File: src/rtl/seg_scan_display.sv
// seg_scan_display: multiplexed seven-segment scan driver.
// Shows the number under test in hex, a busy dash pattern,
// and the prime result on digit 0's decimal point.
//
// Ports:
//   clk_in   - system clock (only clock, rising edge)
//   rst      - asynchronous active-high reset
//   scan_clk - divider square wave, sampled as async data
//   value    - 4*DIGITS number, nibble i -> digit i (0 = rightmost)
//   load     - strobe: capture value, clear result flag
//   busy     - level: test in progress (dash on all digits)
//   done     - strobe: result valid, sample is_prime
//   is_prime - test result
//   an       - one-hot digit enables
//   seg      - segments, bit0 = a .. bit6 = g
//   dp       - decimal point
module seg_scan_display #(
    parameter int DIGITS         = 4,
    parameter bit SEG_ACTIVE_LOW = 1'b1,
    parameter bit BLANK_LZ       = 1'b1
) (
    input  logic                  clk_in,
    input  logic                  rst,
    input  logic                  scan_clk,
    input  logic [4*DIGITS-1:0]   value,
    input  logic                  load,
    input  logic                  busy,
    input  logic                  done,
    input  logic                  is_prime,
    output logic [DIGITS-1:0]     an,
    output logic [6:0]            seg,
    output logic                  dp
);

    localparam int IW = (DIGITS > 1) ? $clog2(DIGITS) : 1;
    localparam logic [IW-1:0] LAST = IW'(DIGITS - 1);

    logic [2:0]          sync;
    logic                tick;
    logic [4*DIGITS-1:0] shadow;
    logic [4*DIGITS-1:0] frame;
    logic                res_valid;
    logic                res_prime;
    logic [IW-1:0]       idx;
    logic                started;

    logic [IW-1:0]       next_idx;
    logic [4*DIGITS-1:0] next_frame;
    logic [4*DIGITS-1:0] upper;
    logic [6:0]          seg_hi;
    logic                dp_hi;
    logic [DIGITS-1:0]   an_hi;

    function automatic logic [6:0] glyph(input logic [3:0] n);
        logic [6:0] g;
        case (n)
            4'h0: g = 7'b0111111;
            4'h1: g = 7'b0000110;
            4'h2: g = 7'b1011011;
            4'h3: g = 7'b1001111;
            4'h4: g = 7'b1100110;
            4'h5: g = 7'b1101101;
            4'h6: g = 7'b1111101;
            4'h7: g = 7'b0000111;
            4'h8: g = 7'b1111111;
            4'h9: g = 7'b1101111;
            4'hA: g = 7'b1110111;
            4'hB: g = 7'b1111100;
            4'hC: g = 7'b0111001;
            4'hD: g = 7'b1011110;
            4'hE: g = 7'b1111001;
            default: g = 7'b1110001;
        endcase
        return g;
    endfunction

    // sync[1] is the second synchroniser stage, sync[2] the edge-detect flop
    assign tick = sync[1] & ~sync[2];

    always_comb begin
        next_idx = '0;
        if (started && idx != LAST)
            next_idx = idx + IW'(1);
    end

    // Frame only refreshes at the wrap, so a scan never mixes two values
    assign next_frame = (next_idx == '0) ? shadow : frame;

    // Upper holds nibbles i..DIGITS-1; zero means a leading zero
    assign upper = next_frame >> (4 * int'(next_idx));

    always_comb begin
        seg_hi = glyph(upper[3:0]);
        if (busy)
            seg_hi = 7'b1000000;
        else if (BLANK_LZ && next_idx != '0 && upper == '0)
            seg_hi = 7'b0000000;
        dp_hi = (next_idx == '0) && res_valid && res_prime && !busy;
        an_hi = DIGITS'(1) << next_idx;
    end

    always_ff @(posedge clk_in or posedge rst) begin
        if (rst) begin
            sync      <= '0;
            shadow    <= '0;
            frame     <= '0;
            res_valid <= 1'b0;
            res_prime <= 1'b0;
            idx       <= '0;
            started   <= 1'b0;
            an        <= {DIGITS{SEG_ACTIVE_LOW}};
            seg       <= {7{SEG_ACTIVE_LOW}};
            dp        <= SEG_ACTIVE_LOW;
        end else begin
            sync <= {sync[1:0], scan_clk};
            // load has priority over a coincident done
            if (load) begin
                shadow    <= value;
                res_valid <= 1'b0;
            end else if (done) begin
                res_valid <= 1'b1;
                res_prime <= is_prime;
            end
            if (tick) begin
                idx     <= next_idx;
                started <= 1'b1;
                frame   <= next_frame;
                an      <= an_hi ^ {DIGITS{SEG_ACTIVE_LOW}};
                seg     <= seg_hi ^ {7{SEG_ACTIVE_LOW}};
                dp      <= dp_hi ^ SEG_ACTIVE_LOW;
            end
        end
    end

endmodule

File: config.mk
export PLATFORM = sky130hd
export DESIGN_NAME = seg_scan_display
export DESIGN_NICKNAME = d
export VERILOG_FILES = /design/src/rtl/seg_scan_display.sv
export SDC_FILE = /design/constraint.sdc
export NUM_CORES = 1
export LEC_CHECK = 0
export CAP_MARGIN = 10
export CORE_UTILIZATION = 50
export CTS_BUF_LIST = sky130_fd_sc_hd__clkbuf_2 sky130_fd_sc_hd__clkbuf_4 sky130_fd_sc_hd__clkbuf_8
export DETAILED_ROUTE_END_ITERATION = 6
export PLACE_DENSITY = 0.78
export SYNTH_ARGS = -nofsm -noshare
export SYNTH_HDL_FRONTEND = slang
export SYNTH_SLANG_ARGS = --single-unit
File: constraint.sdc
create_clock -name clk_in -period 2.6 [get_ports clk_in]
set_input_delay 0.39 -clock clk_in [delete_from_list [all_inputs] [get_ports clk_in]]
set_output_delay 0.39 -clock clk_in [all_outputs]
set_load 0.05 [all_outputs]
==> impl_metrics.ini, run 1 <==
[synth]
ys.flop_type = sky130_fd_sc_hd__dfrtp_1
synth_edf_count = 0
yosysWarningCount = 0
synth.ff_latch_count = 48
synth_area_per_cell_um2 = 11.91
synth_instances = 203
mappedNetlistArea_um2 = 2419
ys_seq_area_frac = 0.5028
synthDistinctLibCells = 50
syn-num-nets = 233
synthArstFlopShare = 1.000

[critical_path]
element_type_at_the_critical_path_start = flop
count_of_buffering_cells_on_the_critical_path_with_inverters_included = 1
regToRegEndpoint = seg[6]
critPathMostFrequentCell = sky130_fd_sc_hd__ha_4
rr_startpoint = idx[1]
worst-setup-path-type = flop to flop
critical_path_top_delay_cell = sky130_fd_sc_hd__dfrtp_1
critPathMaxStageDelay_ns = 0.42
critical_path.startpoint = idx[1]
cp.arrival_ns = 2.76
r2r_setup_slk_ns = 0.04
setup.worst_path.end_class = flop
critical_path_peak_fanout = 2
timing.critical_path.required_ns = 2.81
cpLargestDelayFamily = simple AND/OR/NAND/NOR gates
r2r_cells = 10
worstPathCellList = ha_4 -> mux2_4 -> or3_4 -> o221a_4 -> inv_4 -> ha_4 -> nand4_1 -> nor4_4 -> a211oi_2 -> o31ai_1

[final_layout]
final_nets = 277
final_util = 0.6717
final_common_cell = sky130_fd_sc_hd__dfrtp_1
sequential_cell_area_um2 = 1216
num_antenna_cells = 0
syn_to_final_growth_pct = 25.09
fillers = 352
area_occupied_by_multi_input_gates_um2 = 1170
drive_above_1_share = 0.3427
most-common-layout-cells = sky130_fd_sc_hd__dfrtp_1 (36), sky130_fd_sc_hd__clkdlybuf4s50_1 (34), sky130_fd_sc_hd__mux2_2 (31), sky130_fd_sc_hd__nand2_1 (18), sky130_fd_sc_hd__buf_4 (13)

[sta]
grt_setup_unrepaired = yes
fmax_ghz = 0.3911
slew_headroom = 0.5768
min_period_ns = 2.557
worst_pin_slew_ns = 0.6349
report.final.setup_viol = 0
timing.clock.skew_ns = 0.004669
finalWorstSetupSlack_ns = 0.04325
min_period_over_period = 0.9834
timing.final.hold_violations = 0
report.final.slew_viol_count = 0

[status]
run_status = finished, final reports clean

[hold_path]
min_path_type = input port to asynchronous set/reset pin

[route]
first_pass_iters = 4
vias = 1696
met2WireLength_um = 2205
detailroute.wirelength.met3_um = 213
routed_wirelength_um = 4630
routedWlPerCell_um = 15.43
ant_nets = 0
highest-signal-layer = met4
initialDrtViolationCount = 144
wirelength_met1_um = 2077
drcViolationCount = 0
via_per_inst = 5.653

[floorplanning]
y_dimension_of_the_die_um = 71.55
fp.dieArea_um2 = 5119
ioPinCount = 35
die_width_um = 71.55
coreArea_um2 = 4504
core.rowCount = 24
initial_standard_cell_utilization_of_the_core = 0.5369

[power]
power.share.sequential = 0.283
clockPowerShare = 0.131
power_per_cell_area_nw_per_um2 = 1369
power.ir.vdd_worst_uv = 606.7
p_int_uw = 2408
power.switching_fraction = 0.4186
comb_power_share = 0.586
pleak_uw = 0.001261
power.net_switching_uw = 1734

[grt]
initial_antenna_violation_count = 0
grt_pass1_vias = 1712
grt-ovfl-total = 0
maximum_number_of_pins_on_one_net_before_global_route_repair = 25
wire_length_of_the_first_global_routing_pass_um = 8286
grt_use_total = 0.2124

[placement]
portBuffers = 34
pre_cts_slack_ns = 0.003823
finalWeightedCongestion = 0.8666
detailed_place_hpwl_um = 3363

[clock_network]
cts-root-to-sink-buffers = 2
insertion_delay_ns = 0.30
htree_num_levels = 2
clkSlewWorstSetupHoldPaths_ns = 0.09
cts-root-buf = sky130_fd_sc_hd__clkbuf_8
clock-sinks = 48
tritoncts = done
cts-buffers-inserted = 5

[job]
cap_viol_max_count = 0
-- cells in the mapped netlist, types with 2 or more instances --
cell type	number	share of area
sky130_fd_sc_hd__a21oi_1	8	0.017
sky130_fd_sc_hd__buf_2	2	0.0041
sky130_fd_sc_hd__buf_4	3	0.0093
sky130_fd_sc_hd__clkbuf_1	2	0.0031
sky130_fd_sc_hd__dfrtp_1	36	0.37
sky130_fd_sc_hd__dfstp_2	12	0.13
sky130_fd_sc_hd__ha_1	7	0.036
sky130_fd_sc_hd__inv_1	5	0.0078
sky130_fd_sc_hd__mux2_1	3	0.014
sky130_fd_sc_hd__mux2_2	31	0.14
sky130_fd_sc_hd__mux2i_1	5	0.021
sky130_fd_sc_hd__nand2_1	18	0.028
sky130_fd_sc_hd__nand2b_1	5	0.013
sky130_fd_sc_hd__nand3_1	2	0.0041
sky130_fd_sc_hd__nor2_1	11	0.017
sky130_fd_sc_hd__nor2b_1	2	0.0052
sky130_fd_sc_hd__nor3_1	6	0.012
sky130_fd_sc_hd__o21ai_0	9	0.019
sky130_fd_sc_hd__o22ai_1	2	0.0052
sky130_fd_sc_hd__o31ai_1	3	0.0093
sky130_fd_sc_hd__or4_1	2	0.0062
-- worst register-to-register path: stages, from the launching register on --
cell,delay [ns]
sky130_fd_sc_hd__dfrtp_1,0.42
sky130_fd_sc_hd__ha_4,0.29
sky130_fd_sc_hd__mux2_4,0.29
sky130_fd_sc_hd__or3_4,0.32
sky130_fd_sc_hd__o221a_4,0.13
sky130_fd_sc_hd__inv_4,0.06
sky130_fd_sc_hd__ha_4,0.12
sky130_fd_sc_hd__nand4_1,0.12
sky130_fd_sc_hd__nor4_4,0.39
sky130_fd_sc_hd__a211oi_2,0.06
sky130_fd_sc_hd__o31ai_1,0.24
-- routing by layer --
layer | up-vias | track usage
met5 | - | 0
met1 | 820 | 0.2865
met4 | 0 | 0.08932
met3 | 14 | 0.05626
met2 | 47 | 0.3280
li1 | 815 | -
-- sequential cells by signal, summed over array words and instances (netlist names) --
register   cells
idx            2
frame         12
shadow        16
seg            7
started        1
dp             1
res_valid      1
sync           3
res_prime      1
an             4
-- worst max path at each step --
stage	end	slack (ns)	cells after the start
6_report	seg[6]	0.04	10
3_5_place_dp	seg[6]	0.004	10
2_1_floorplan	seg[6]	0.02	11
3_3_place_gp	seg[6]	0.12	10
4_1_cts	seg[6]	-0.04	10
5_1_grt	seg[6]	-0.04	10
-- cells by family (layout without fill, tap and decap cells) --
logic type	count (synthesis)	after routing	synth area share
XOR/XNOR	1	1	0.003622
AO/OA/AOI/OAI	33	33	0.09674
multiplexers	40	40	0.1852
adder cells (fa/ha/maj)	7	7	0.03621
flip-flops	48	48	0.5028
AND/OR/NAND/NOR	59	59	0.1387
buffers and inverters	15	60	0.03673
-- power groups by stage --
stage / logic [µW] / registers, µW / clock network, µW
2_1_floorplan: 1480 / 1400 / 0
3_3_place_gp: 2150 / 1170 / 0
3_5_place_dp: 2190 / 1180 / 0
4_1_cts: 2350 / 1170 / 560
5_1_grt: 2630 / 1210 / 586
6_report: 2430 / 1170 / 543
-- cell type report --
cell class | count | area share
flip-flops and latches | 48 | 0.4020
multi-input cells | 140 | 0.3867
repair buffers | 47 | 0.1447
clock buffers | 5 | 0.02275
well taps | 52 | 0.02151
clock inverters | 3 | 0.01530
inverters | 5 | 0.007031
-- timing repair --
action | in CTS | in global routing
setup buffers | 2 | 0
pin swaps | 5 | 8
endpoints found under the setup margin | 2 | 6
endpoints found under the hold margin | 0 | 0
gates resized for setup | 7 | 5
hold buffers | 0 | 0
-- stage by stage --
| stage | hold slack [ns] | std cells | total power (µW) | cell area, µm² | TNS (ns) |
|---|---|---|---|---|---|
| 6_report | 0.2986 | 300 | 4142 | 3025 | 0 |
| 5_1_grt | 0.3056 | 300 | 4420 | 3025 | -0.05491 |
| 4_1_cts | 0.2970 | 300 | 4085 | 3007 | -0.03736 |
| 3_5_place_dp | 0.3387 | 290 | 3370 | 2836 | 0 |
| 3_3_place_gp | 0.3379 | 290 | 3314 | 2836 | 0 |
| 2_1_floorplan | 0.3312 | 203 | 2871 | 2421 | 0 |
Note: power is estimated with default switching activity, not from simulation.
==> run 2, diff against run 1 <==
--- a/config.mk
+++ b/config.mk
@@ -9,7 +9,7 @@
 export CORE_UTILIZATION = 50
 export CTS_BUF_LIST = sky130_fd_sc_hd__clkbuf_2 sky130_fd_sc_hd__clkbuf_4 sky130_fd_sc_hd__clkbuf_8
 export DETAILED_ROUTE_END_ITERATION = 6
-export PLACE_DENSITY = 0.78
+export PLACE_DENSITY = 0.88
 export SYNTH_ARGS = -nofsm -noshare
 export SYNTH_HDL_FRONTEND = slang
 export SYNTH_SLANG_ARGS = --single-unit
==> run 2 against run 1 <==
- flip-flop and latch count unchanged
- worst setup slack got worse by 0.027 ns
- sequential power about the same
- power increased by 0.33%
- design area increased by 0.29%
- fmax decreased by 1.1%
- critical endpoint unchanged
- highest routed layer unchanged
==> impl_metrics.ini, run 2 (synthesized netlist as in run 1, its figures left out) <==
[final_layout]
num_antenna_cells = 0
drive_above_1_share = 0.3522
reg.largest.list = shadow x16, frame x12, seg x7
final_nets = 276
largest-register = shadow
largest_reg_flops = 16
final_common_cell = sky130_fd_sc_hd__dfrtp_1
most-common-layout-cells = sky130_fd_sc_hd__dfrtp_1 (36), sky130_fd_sc_hd__clkdlybuf4s50_1 (34), sky130_fd_sc_hd__mux2_2 (31), sky130_fd_sc_hd__nand2_1 (18)
syn_to_final_growth_pct = 25.45
final_util = 0.6736

[floorplanning]
y_dimension_of_the_die_um = 71.55
fp.dieArea_um2 = 5119
ioPinCount = 35
die_width_um = 71.55
initial_standard_cell_utilization_of_the_core = 0.5369
core.rowCount = 24
coreArea_um2 = 4504

[sta]
report.final.setup_viol = 0
grt_setup_unrepaired = yes
fmax_ghz = 0.3870
min_period_over_period = 0.9939
timing.hold.ws_ns = 0.3631
worst_pin_slew_ns = 0.7476
timing.final.hold_violations = 0
slew_headroom = 0.5001
min_period_ns = 2.584
report.final.slew_viol_count = 0
timing.clock.skew_ns = 0.007507

[critical_path]
element_type_at_the_critical_path_start = flop
worst-setup-path-type = flop to flop
cp.arrival_ns = 2.80
setup.worst_path.end_class = flop
timing.critical_path.required_ns = 2.82
critical_path_peak_fanout = 4
r2r_cells = 9

[route]
ant_nets = 0
detailroute.wirelength.met3_um = 229
highest-signal-layer = met4
vias = 1695
wirelength_met1_um = 2097
initialDrtViolationCount = 66
first_pass_iters = 4
drcViolationCount = 0
routed_wirelength_um = 4654
routedWlPerCell_um = 15.57
via_per_inst = 5.669
met2WireLength_um = 2283

[power]
clockPowerShare = 0.131
comb_power_share = 0.588
power.net_switching_uw = 1751
power.share.sequential = 0.281
power.ir.vdd_worst_uv = 612.4
pleak_uw = 0.001262
power.switching_fraction = 0.4214
power_per_cell_area_nw_per_um2 = 1370
p_int_uw = 2405

[status]
run_status = finished, final reports clean

[job]
cap_viol_max_count = 0

[grt]
maximum_number_of_pins_on_one_net_before_global_route_repair = 26
grt_use_total = 0.2086
wire_length_of_the_first_global_routing_pass_um = 8176
grt-ovfl-total = 0
grt_pass1_vias = 1725
initial_antenna_violation_count = 0

[clock_network]
clkSlewWorstSetupHoldPaths_ns = 0.09
cts-buffers-inserted = 5
cts-root-to-sink-buffers = 2
cts_hold_buffers = 0
cts-root-buf = sky130_fd_sc_hd__clkbuf_8
insertion_delay_ns = 0.30
htree_num_levels = 2
tritoncts = done
clock-sinks = 48

[placement]
detailed_place_hpwl_um = 3408
finalWeightedCongestion = 0.8329
portBuffers = 34

[hold_path]
whs_path_depth = 0
min_path_type = flop to flop
==> run 2: timing repair <==
| item | in CTS | in global routing |
|---|---|---|
| pin swaps | 6 | 5 |
| setup buffers | 2 | 0 |
| setup endpoints to repair | 3 | 6 |
| gates resized for setup | 10 | 5 |
==> run 2: per-layer routing <==
layer  vias to the layer above  GRT usage
met5                         -          0
li1                        816          -
met1                       817     0.2657
met4                         0    0.05664
met3                         5    0.05204
met2                        57     0.3577
==> run 2: power groups by stage <==
stage | clock network (µW) | registers [µW] | logic, µW
floorplan | 0 | 1400 | 1480
CTS | 558 | 1170 | 2340
global placement | 0 | 1160 | 2120
global route | 592 | 1200 | 2650
detailed placement | 0 | 1180 | 2180
finish | 545 | 1170 | 2440
==> run 2: metrics by stage <==
step / setup TNS, ns / cell area (µm²) / total power, µW / setup slack, ns / cells
final: 0 / 3034 / 4156 / 0.01592 / 299
after global routing: -0.06219 / 3034 / 4444 / -0.06219 / 299
after CTS: -0.01752 / 3013 / 4071 / -0.01752 / 299
after detailed placement: 0 / 2829 / 3356 / 0.01728 / 289
after global placement: 0 / 2829 / 3277 / 0.1219 / 289
after floorplan: 0 / 2421 / 2871 / 0.01558 / 203
==> run 2: worst paths after layout <==
kind / slack, ns / start / end
max in group asynchronous: 1.53 / rst / seg[2]
min in group asynchronous: 0.43 / rst / sync[0]
worst max register to register: 0.02 / idx[0] / seg[6]
worst min register to register: 0.36 / sync[0] / sync[1]
worst min-delay path: 0.36 / sync[0] / sync[1]
worst max-delay path: 0.02 / idx[0] / seg[6]
==> run 2: layout make-up <==
cell class | instances | area, µm²
repair buffers | 46 | 430.4
clock inverters | 3 | 46.29
clock buffers | 5 | 68.82
fillers | 335 | 1470
well taps | 52 | 65.06
flip-flops and latches | 48 | 1216
multi-input cells | 140 | 1186
inverters | 5 | 21.27
==> run 2: critical path, stage by stage, from the launching register on <==
cell and delay, ns:
sky130_fd_sc_hd__dfrtp_1 0.44, sky130_fd_sc_hd__ha_4 0.29, sky130_fd_sc_hd__mux2_4 0.29, sky130_fd_sc_hd__or3_4 0.33
sky130_fd_sc_hd__o221a_4 0.13, sky130_fd_sc_hd__buf_4 0.14, sky130_fd_sc_hd__ha_1 0.24, sky130_fd_sc_hd__mux2_1 0.33
sky130_fd_sc_hd__a211oi_2 0.22, sky130_fd_sc_hd__o31ai_1 0.08
==> run 3, diff against run 2 <==
--- a/config.mk
+++ b/config.mk
@@ -9,7 +9,7 @@
 export CORE_UTILIZATION = 50
 export CTS_BUF_LIST = sky130_fd_sc_hd__clkbuf_2 sky130_fd_sc_hd__clkbuf_4 sky130_fd_sc_hd__clkbuf_8
 export DETAILED_ROUTE_END_ITERATION = 6
-export PLACE_DENSITY = 0.88
+export PLACE_DENSITY = 0.85
 export SYNTH_ARGS = -nofsm -noshare
 export SYNTH_HDL_FRONTEND = slang
 export SYNTH_SLANG_ARGS = --single-unit
==> constraint.sdc (replaced) <==
create_clock -name clk_in -period 3.02 [get_ports clk_in]
set_input_delay 0.604 -clock clk_in [delete_from_list [all_inputs] [get_ports clk_in]]
set_output_delay 0.604 -clock clk_in [all_outputs]
set_load 0.05 [all_outputs]
==> run 3 against run 2 <==
- sequential share of layout area grew 1.7 points
- design area shrank 4.0%
- hold slack lost 0.0076 ns
- clock skew grew 0.0029 ns
- combinational power shrank 25%
- first-iteration DRC count grew 53%
- largest power group unchanged
==> impl_metrics.ini, run 3 (synthesized netlist as in run 1, its figures left out) <==
[clock_network]
insertion_delay_ns = 0.30
cts-buffers-inserted = 5
post_cts.repair.setup_buffers = 0
cts_resized = 0
clock-sinks = 48
cts-root-to-sink-buffers = 2
htree_num_levels = 2
cts_hold_buffers = 0
clkSlewWorstSetupHoldPaths_ns = 0.09
cts-root-buf = sky130_fd_sc_hd__clkbuf_8
tritoncts = done

[final_layout]
syn_to_final_growth_pct = 20.43
sequential_cell_area_um2 = 1216
area_occupied_by_multi_input_gates_um2 = 1114
largest-register = shadow
most-common-layout-cells = sky130_fd_sc_hd__dfrtp_1 (36), sky130_fd_sc_hd__clkdlybuf4s50_1 (34), sky130_fd_sc_hd__mux2_2 (31), sky130_fd_sc_hd__nand2_1 (18), sky130_fd_sc_hd__dfstp_2 (12)
fillers = 348
drive_above_1_share = 0.2875
num_antenna_cells = 0
largest_reg_flops = 16
layout.cells.non_filler = 292
reg.largest.list = shadow x16, frame x12, seg x7
final_common_cell = sky130_fd_sc_hd__dfrtp_1
final_nets = 269
layout.cell_area.non_filler_um2 = 2913

[job]
cap_viol_max_count = 0

[power]
power_per_cell_area_nw_per_um2 = 1131
pleak_uw = 0.001224
fin_total_pwr_uw = 3294
power.ir.vdd_worst_uv = 451.1

[sta]
fmax_ghz = 0.3712
timing.final.hold_violations = 0
totalNegativeSetupSlack_ns = 0
slew_headroom = 0.4691
worst_pin_slew_ns = 0.7938
grt_setup_unrepaired = no
min_period_over_period = 0.8922
report.final.setup_viol = 0
timing.clock.skew_ns = 0.01038
min_period_ns = 2.694
report.final.slew_viol_count = 0
timing.hold.ws_ns = 0.3555

[floorplanning]
die_width_um = 71.55
core.rowCount = 24
y_dimension_of_the_die_um = 71.55
coreArea_um2 = 4504
fp.dieArea_um2 = 5119
initial_standard_cell_utilization_of_the_core = 0.5369
ioPinCount = 35

[placement]
detailed_place_hpwl_um = 3308
finalWeightedCongestion = 0.9487
dpl-instance-area_um2 = 2791
portBuffers = 34
cell_count_post_placement = 284

[grt]
maximum_number_of_pins_on_one_net_before_global_route_repair = 39
top_usage_layer = met2
grt-ovfl-total = 0
globalRouteMet1Util = 0.2675
initial_antenna_violation_count = 0
grt_util_met2 = 0.2984
gr-usage-met3 = 0.03657
wire_length_of_the_first_global_routing_pass_um = 7479
grt_use_total = 0.1904
grt_pass1_vias = 1552

[route]
initialDrtViolationCount = 101
ant_nets = 0
vias = 1621
routed_wirelength_um = 4284
routedWlPerCell_um = 14.67
first_pass_iters = 4
via_per_inst = 5.551
drcViolationCount = 0

[hold_path]
min_path_type = flop to flop

[critical_path]
setup.worst_path.end_class = flop
cp.arrival_ns = 2.91
timing.critical_path.required_ns = 3.24
element_type_at_the_critical_path_start = flop
critical_path_peak_fanout = 8
worst-setup-path-type = flop to flop

[status]
run_status = finished, final reports clean
run 3: cell types whose count changed in the layout (fill, tap and decap cells not counted), sizes merged:
cell / previous run / this run
clkbuf: 5 / 6
clkinv: 0 / 1
buf: 12 / 5
clkinvlp: 1 / 0
inv: 6 / 5
run 3: worst max-delay path, cell delays in order (launching register included):
cell and delay [ns]:
sky130_fd_sc_hd__dfrtp_1 0.39, sky130_fd_sc_hd__ha_1 0.32, sky130_fd_sc_hd__buf_4 0.18, sky130_fd_sc_hd__nor2b_2 0.21
sky130_fd_sc_hd__nor2_2 0.10, sky130_fd_sc_hd__o221a_2 0.33, sky130_fd_sc_hd__inv_1 0.13, sky130_fd_sc_hd__ha_1 0.18
sky130_fd_sc_hd__nand4_1 0.12, sky130_fd_sc_hd__nor4_4 0.32, sky130_fd_sc_hd__nor3_2 0.13, sky130_fd_sc_hd__a21oi_1 0.21
run 3: path summary, 6_finish.rpt:
| path | start | end | slack, ns | depth (start not counted) |
|---|---|---|---|---|
| min in group asynchronous | rst | sync[0] | 0.75 | 2 |
| setup reg to reg | idx[0] | seg[0] | 0.33 | 11 |
| hold reg to reg | sync[0] | sync[1] | 0.36 | 0 |
| hold / removal | sync[0] | sync[1] | 0.36 | 0 |
| max in group asynchronous | rst | seg[0] | 1.54 | 3 |
| setup / recovery | idx[0] | seg[0] | 0.33 | 11 |
run 3: metal layers:
layer  up-vias  wire [µm]
met2        39       2084
met1       779       1988
li1        796          -
met4         0         66
met5         -          0
met3         7        145
run 3: report_power, final:
| part | switching (µW) | internal [µW] |
|---|---|---|
| Sequential | 131 | 867 |
| Combinational | 1020 | 798 |
| Clock | 205 | 271 |
run 3: final cells by class:
class	count	area share
flip-flops and latches	48	0.4175
multi-input cells	140	0.3823
inverters	5	0.006443
well taps	52	0.02234
clock buffers	6	0.02835
clock inverters	2	0.01332
repair buffers	39	0.1297
run 3: per-stage QoR:
step	utilization	worst slack [ns]
after floorplan	-	0.4040
after global placement	0.6197	0.4640
after detailed placement	0.6197	0.3457
after CTS	0.6467	0.3094
after global routing	0.6467	0.1203
final	0.6467	0.3257
